==> config.mk <==
export PLATFORM = sky130hd
export DESIGN_NAME = conversor_bin_bcd
export DESIGN_NICKNAME = d
export VERILOG_FILES = /design/src/rtl/conversor_bin_bcd.sv
export SDC_FILE = /design/constraint.sdc
export NUM_CORES = 1
export LEC_CHECK = 0
export ABC_AREA = 1
export CAP_MARGIN = 20
export CORE_AREA = 2 2 67 100
export DETAILED_ROUTE_END_ITERATION = 12
export DIE_AREA = 0 0 69 102
export PLACE_DENSITY = 0.77
export SYNTH_ARGS = -nofsm -noshare
export SYNTH_HDL_FRONTEND = slang
export SYNTH_SLANG_ARGS = --single-unit
export TNS_END_PERCENT = 30
==> constraint.sdc <==
create_clock -name clock -period 1.7 [get_ports clock]
set_input_delay 0.17 -clock clock [delete_from_list [all_inputs] [get_ports clock]]
set_output_delay 0.17 -clock clock [all_outputs]
set_load 0.02 [all_outputs]
==> src/rtl/conversor_bin_bcd.sv <==
// Sequential binary-to-BCD converter (shift-and-add-3, one bit per clock).
// Start/busy/done handshake; results hold until the next completion edge.
module conversor_bin_bcd #(
    parameter int LARGURA   = 16,
    parameter int DIGITOS   = 5,
    parameter bit COM_SINAL = 1'b1
) (
    input  logic                 clock,
    input  logic                 reset,
    input  logic                 iniciar,
    input  logic [LARGURA-1:0]   binario,
    output logic                 ocupado,
    output logic                 pronto,
    output logic [4*DIGITOS-1:0] bcd,
    output logic                 negativo
);

    localparam int BW = 4 * DIGITOS;
    localparam int SW = BW + LARGURA;
    localparam int CW = $clog2(LARGURA + 1);

    typedef enum logic {
        OCIOSO,
        CONVERTE
    } estado_t;

    estado_t          estado, estado_prox;
    logic [SW-1:0]    registro;
    logic [SW-1:0]    ajustado;
    logic [SW-1:0]    deslocado;
    logic [CW-1:0]    contador;
    logic             sinal;
    logic [LARGURA-1:0] magnitude;
    logic             carregar;
    logic             passo;
    logic             concluir;

    always_comb begin
        magnitude = binario;
        if (COM_SINAL && binario[LARGURA-1])
            magnitude = ~binario + LARGURA'(1);
    end

    // Add 3 to every BCD digit >= 5 before the shift
    always_comb begin
        ajustado = registro;
        for (int k = 0; k < DIGITOS; k++) begin
            if (registro[LARGURA+4*k +: 4] >= 4'd5)
                ajustado[LARGURA+4*k +: 4] = registro[LARGURA+4*k +: 4] + 4'd3;
        end
        deslocado = ajustado << 1;
    end

    always_comb begin
        estado_prox = estado;
        carregar    = 1'b0;
        passo       = 1'b0;
        concluir    = 1'b0;
        unique case (estado)
            OCIOSO: begin
                if (iniciar) begin
                    carregar    = 1'b1;
                    estado_prox = CONVERTE;
                end
            end
            CONVERTE: begin
                passo = 1'b1;
                if (contador == CW'(1)) begin
                    concluir    = 1'b1;
                    estado_prox = OCIOSO;
                end
            end
            default: estado_prox = OCIOSO;
        endcase
    end

    always_ff @(posedge clock or negedge reset) begin
        if (!reset)
            estado <= OCIOSO;
        else
            estado <= estado_prox;
    end

    always_ff @(posedge clock or negedge reset) begin
        if (!reset) begin
            registro <= '0;
            contador <= '0;
            sinal    <= 1'b0;
        end else if (carregar) begin
            registro <= {{BW{1'b0}}, magnitude};
            contador <= CW'(LARGURA);
            sinal    <= COM_SINAL && binario[LARGURA-1];
        end else if (passo) begin
            registro <= deslocado;
            contador <= contador - CW'(1);
        end
    end

    always_ff @(posedge clock or negedge reset) begin
        if (!reset) begin
            bcd      <= '0;
            negativo <= 1'b0;
            pronto   <= 1'b0;
        end else begin
            pronto <= concluir;
            if (concluir) begin
                bcd      <= deslocado[SW-1:LARGURA];
                negativo <= sinal;
            end
        end
    end

    assign ocupado = (estado == CONVERTE);

endmodule

Word level (Yosys, flattened, before mapping)
Index checks and enable logic that the tools add are counted.
Cells by class
  reductions and logical operators: 1
  $add $sub $neg: 7
  mux-type cells: 17
  bitwise gates (word level): 2
  order comparisons: 5
  eq/ne operators: 1
Operators with widths (count)
  2-to-1 mux 36 bit: 2
  greater-or-equal comparator 4 x 3 -> 1 bit, second input constant: 5
  adder 16 x 1 -> 16 bit, second input constant: 1
  adder 4 x 2 -> 4 bit, second input constant: 4
  2-to-1 mux 16 bit: 1
  2-to-1 mux 4 bit: 4
  NOT 16 bit: 1
  2-to-1 mux 5 bit: 2
  2-to-1 mux 1 bit: 6
  equality test 5 x 1 -> 1 bit, second input constant: 1
  subtractor 5 x 1 -> 5 bit, second input constant: 1
  adder 3 x 2 -> 3 bit, second input constant: 1
  2-to-1 mux 3 bit: 1
  case mux 1 bit (2 select lines): 1
  nonzero test 2 bit: 1
  NOT 1 bit: 1
Word-level totals
  input bits: 19
  register bits: 65
  output and inout bits: 23
  word-level logic and storage cells: 40

Depth between registers and ports, before layout
Gate-level depths: netlist of the first run.
  depth after elaboration: 4
  depth in mapped cells: 9

Least setup slack after synthesis of the first run
Ideal clock, no wire load.
  path kind: reg2reg
  start: register registro[32]
  end: register registro[34]
  data required time: 1559 ps
  arrival: 1119 ps
  path buffers: 0
  cell stages (with the launch flop): 8
  clock period less this slack: 1260 ps
  setup slack: 440 ps
  library setup time: 141 ps
  cell sequence: dfrtp_1 inv_1 ha_1 inv_1 o21ai_0 nand2_1 o21ai_0 o22ai_1
Between the ends
  cells in the longest elaborated chain, start to end: 4
  elaborated cells between the ends (all ways): 5
  classes of those cells: add/sub (1); order compare (1); mux (3)
RTL lines
  from (decl): line 28  | logic [SW-1:0] registro;
  from (signal assigned): line 90  | registro <= {{BW{1'b0}}, magnitude};
  from (signal assigned): line 94  | registro <= deslocado;
  greater-or-equal comparator 4 x 3 -> 1 bit or adder 3 x 2 -> 3 bit (tied branches): line 48, 49
  2-to-1 mux 3 bit *: line 48  | if (registro[LARGURA+4*k +: 4] >= 4'd5)
  2-to-1 mux 36 bit *: line 93  | end else if (passo) begin
  2-to-1 mux 36 bit *: line 89  | end else if (carregar) begin
Mark *: on every way between the ends. The rest lies on a longest branch, timed or not. The select of a mux whose other input is x is not followed.
A chain may end at the register's enable or synchronous reset.

Worst setup path after layout of the first run
  start: register estado, in the netlist ocupado
  end: output port ocupado
RTL lines
  from (decl): line 27  | estado_t estado, estado_prox;
  from (signal assigned): line 81  | estado <= estado_prox;
  to (decl): line 12  | output logic ocupado,
No word-level cell between the ends.

==> results.json, run 1 <==
{
  "outcome": "completed",
  "slew_headroom_pct": 75.6,
  "dr.first_iter.drc_count": 244,
  "first_pass_iters": 4,
  "yosys_register_bits": 65,
  "holdWs_ns": 0.369,
  "slew_violations": 0,
  "grt_pass1_vias": 2764,
  "syn_avg_cell_area_um2": 8.36,
  "drv_cap": 0,
  "layout.cells.most_common": "nand2_1",
  "seq_area_frac_synth_pct": 49.5,
  "synth_fp_nets": 425,
  "p_per_area_nw_per_um2": 1860,
  "power.internal_mw": 4.56,
  "worst_path_max_delay_cell": "clkdlybuf4s50_1",
  "fin_crit_ns": 1.61,
  "placementRows": 35,
  "crit_fanout": 8,
  "wl_per_cell_um": 13.0,
  "n_antenna_cell": 0,
  "synth.largest_area_cell": "dfrtp_1",
  "placeableCoreArea_um2": 6130,
  "p_seq_share_pct": 35.5,
  "drc_errors": 0,
  "crit_buf_inv": 1,
  "ir_drop_uv": 579,
  "grt_max_degree": 66,
  "fmax_mhz": 619,
  "num_io_pins": 42,
  "grt_overflow_total": 0,
  "crit_family": "buffers and inverters",
  "rsz0062_at_grt": "false",
  "place_area_um2": 3840,
  "combPwrFrac_pct": 45.1,
  "antenna_found_initial": 0,
  "total_leakage_power_nw": 1.98,
  "clkTransAtPathRegs_ns": 0.08,
  "syn_to_final_growth_pct": 24.0,
  "most-common-layout-cells": "nand2_1, dfrtp_1, inv_1",
  "yosysWarnings": 0,
  "start_kind": "register",
  "cp.arrival_ns": 1.44,
  "io_buffers": 41,
  "endpoint_kind": "output port",
  "hold_violations": 0,
  "yosysUniqueCellTypes": 28,
  "yosys.area.top_type_share_pct": 49.5,
  "initial_core_util_pct": 53.6,
  "cts-buffers-inserted": 9,
  "total_power_mw": 7.58,
  "pwr-share-clk_pct": 19.4,
  "critPathMaxStageDelay_ns": 0.64,
  "final.setup.tns_ns": 0,
  "skew_ns": 0.0114,
  "clock-root-buffer": "clkbuf_8",
  "min_period_over_period_pct": 95.0,
  "synthTopCellsByArea": "dfrtp_1, nand2_1, o21ai_0, inv_1, ha_1",
  "vias": 2870,
  "design.die.area_um2": 7040,
  "synth_cells": 393,
  "crit_type": "reg2out",
  "grt_most_used_layer": "met2",
  "p_sw_mw": 3.02,
  "die_h_um": 102,
  "tightest_slew_ns": 0.367,
  "wl_um": 6830,
  "drive_gt1_share_pct": 8.65,
  "viasPerCell": 5.47,
  "netlist_area_um2": 3290,
  "grt_pass1_wl_um": 12000,
  "met3_usage_pct": 3.16,
  "cts_buffer_depth": 2,
  "cts_max_level": 3,
  "fin_area_um2": 4080,
  "gp_congestion": 0.882,
  "cts_sinks": 65,
  "grtUsageTotal_pct": 21.0,
  "ant_nets": 0,
  "met1_usage_pct": 23.8,
  "min_path_type": "in2async",
  "cp.required_ns": 1.53,
  "met2_usage_pct": 37.8,
  "die_w_um": 69,
  "clk_latency_ns": 0.35,
  "finalSetupViolCount": 0,
  "dp_hpwl_um": 4990,
  "cts_tree": "done",
  "path_cells": "clkdlybuf4s50_1",
  "sw_frac_of_total_pct": 39.9,
  "final_nets": 478
}
-- kinds of logic (layout without fill, tap and decap cells) --
group	after synthesis	after routing	share of synthesized area (%)
simple gates	143	143	18.0
compound gates	98	98	17.3
flops	65	65	49.5
buf+inv	65	123	7.81
fa+ha+maj	13	13	4.95
xor+xnor	9	9	2.40
-- worst paths after layout --
check                               end  slack, ns         start  cells past startpoint
max in group asynchronous       ocupado       1.03         reset                      3
setup / recovery                ocupado       0.09       ocupado                      1
hold / removal             registro[22]       0.37         reset                      3
hold reg to reg                 bcd[12]       0.48       bcd[12]                      2
setup reg to reg           registro[26]       0.14  registro[25]                      6
min in group clock          registro[0]       0.44    binario[0]                      3
-- cells in the mapped netlist (all sizes together) --
library cell   n
nand3         28
inv           51
nor2          29
o211ai         1
buf           10
a31oi          1
or2            2
xor2           9
o21bai         2
clkbuf         4
nand4          1
o21ai         48
and3           1
a22oi         16
nand2         82
ha            13
o22ai         20
o31ai          2
dfrtp         65
a21oi          8
-- power by group through the flow --
stage	logic, mW	clock network, mW	registers (mW)
floorplan	1.97	0	2.92
global placement	3.26	0	2.68
detailed placement	3.40	0	2.71
CTS	3.44	1.50	2.69
global route	3.86	1.56	2.78
finish	3.42	1.47	2.69
-- layout make-up --
class                   instances  area [µm²]
fillers                       531        2060
multi-input cells             263        1400
clock buffers                  10         138
inverters                      51         191
well taps                      74        92.6
flip-flops and latches         65        1630
clock inverters                 6        90.1
repair buffers                 56         533
-- registers in the layout, indices dropped and copies added, names as in the netlist --
name and cells:
contador 5, sinal 1, negativo 1, ocupado 1, bcd 20, pronto 1
registro 36
-- routing by layer --
metal,vias to the layer above,part of all wire (%)
li1,1412,-
met5,-,0
met3,17,4.3
met1,1356,40
met4,0,2.4
met2,85,53
-- stage by stage --
stage / std cells / worst slack, ns / util [%]
3_5_place_dp: 508 / 0.0313 / 62.6
6_report: 525 / 0.0852 / 66.5
4_1_cts: 525 / 0.0624 / 66.5
5_1_grt: 525 / 0.0237 / 66.5
3_3_place_gp: 508 / 0.0578 / 62.6
2_1_floorplan: 393 / 0.440 / -
-- timing repair --
item                                   4_1_cts  5_1_grt
setup buffers                                0        0
setup endpoints to repair                    1        0
hold buffers                                 1        0
resized for setup                            1        0
endpoints found under the hold margin       65        0
No activity file was read; power rests on OpenSTA's default activity.
==> run 2, diff against run 1 <==
Settings changed: CTS_CLUSTER_DIAMETER from default to 60.
==> results of run 2 <==
No change in the layout: final DEF, timing and power equal those of run 1.
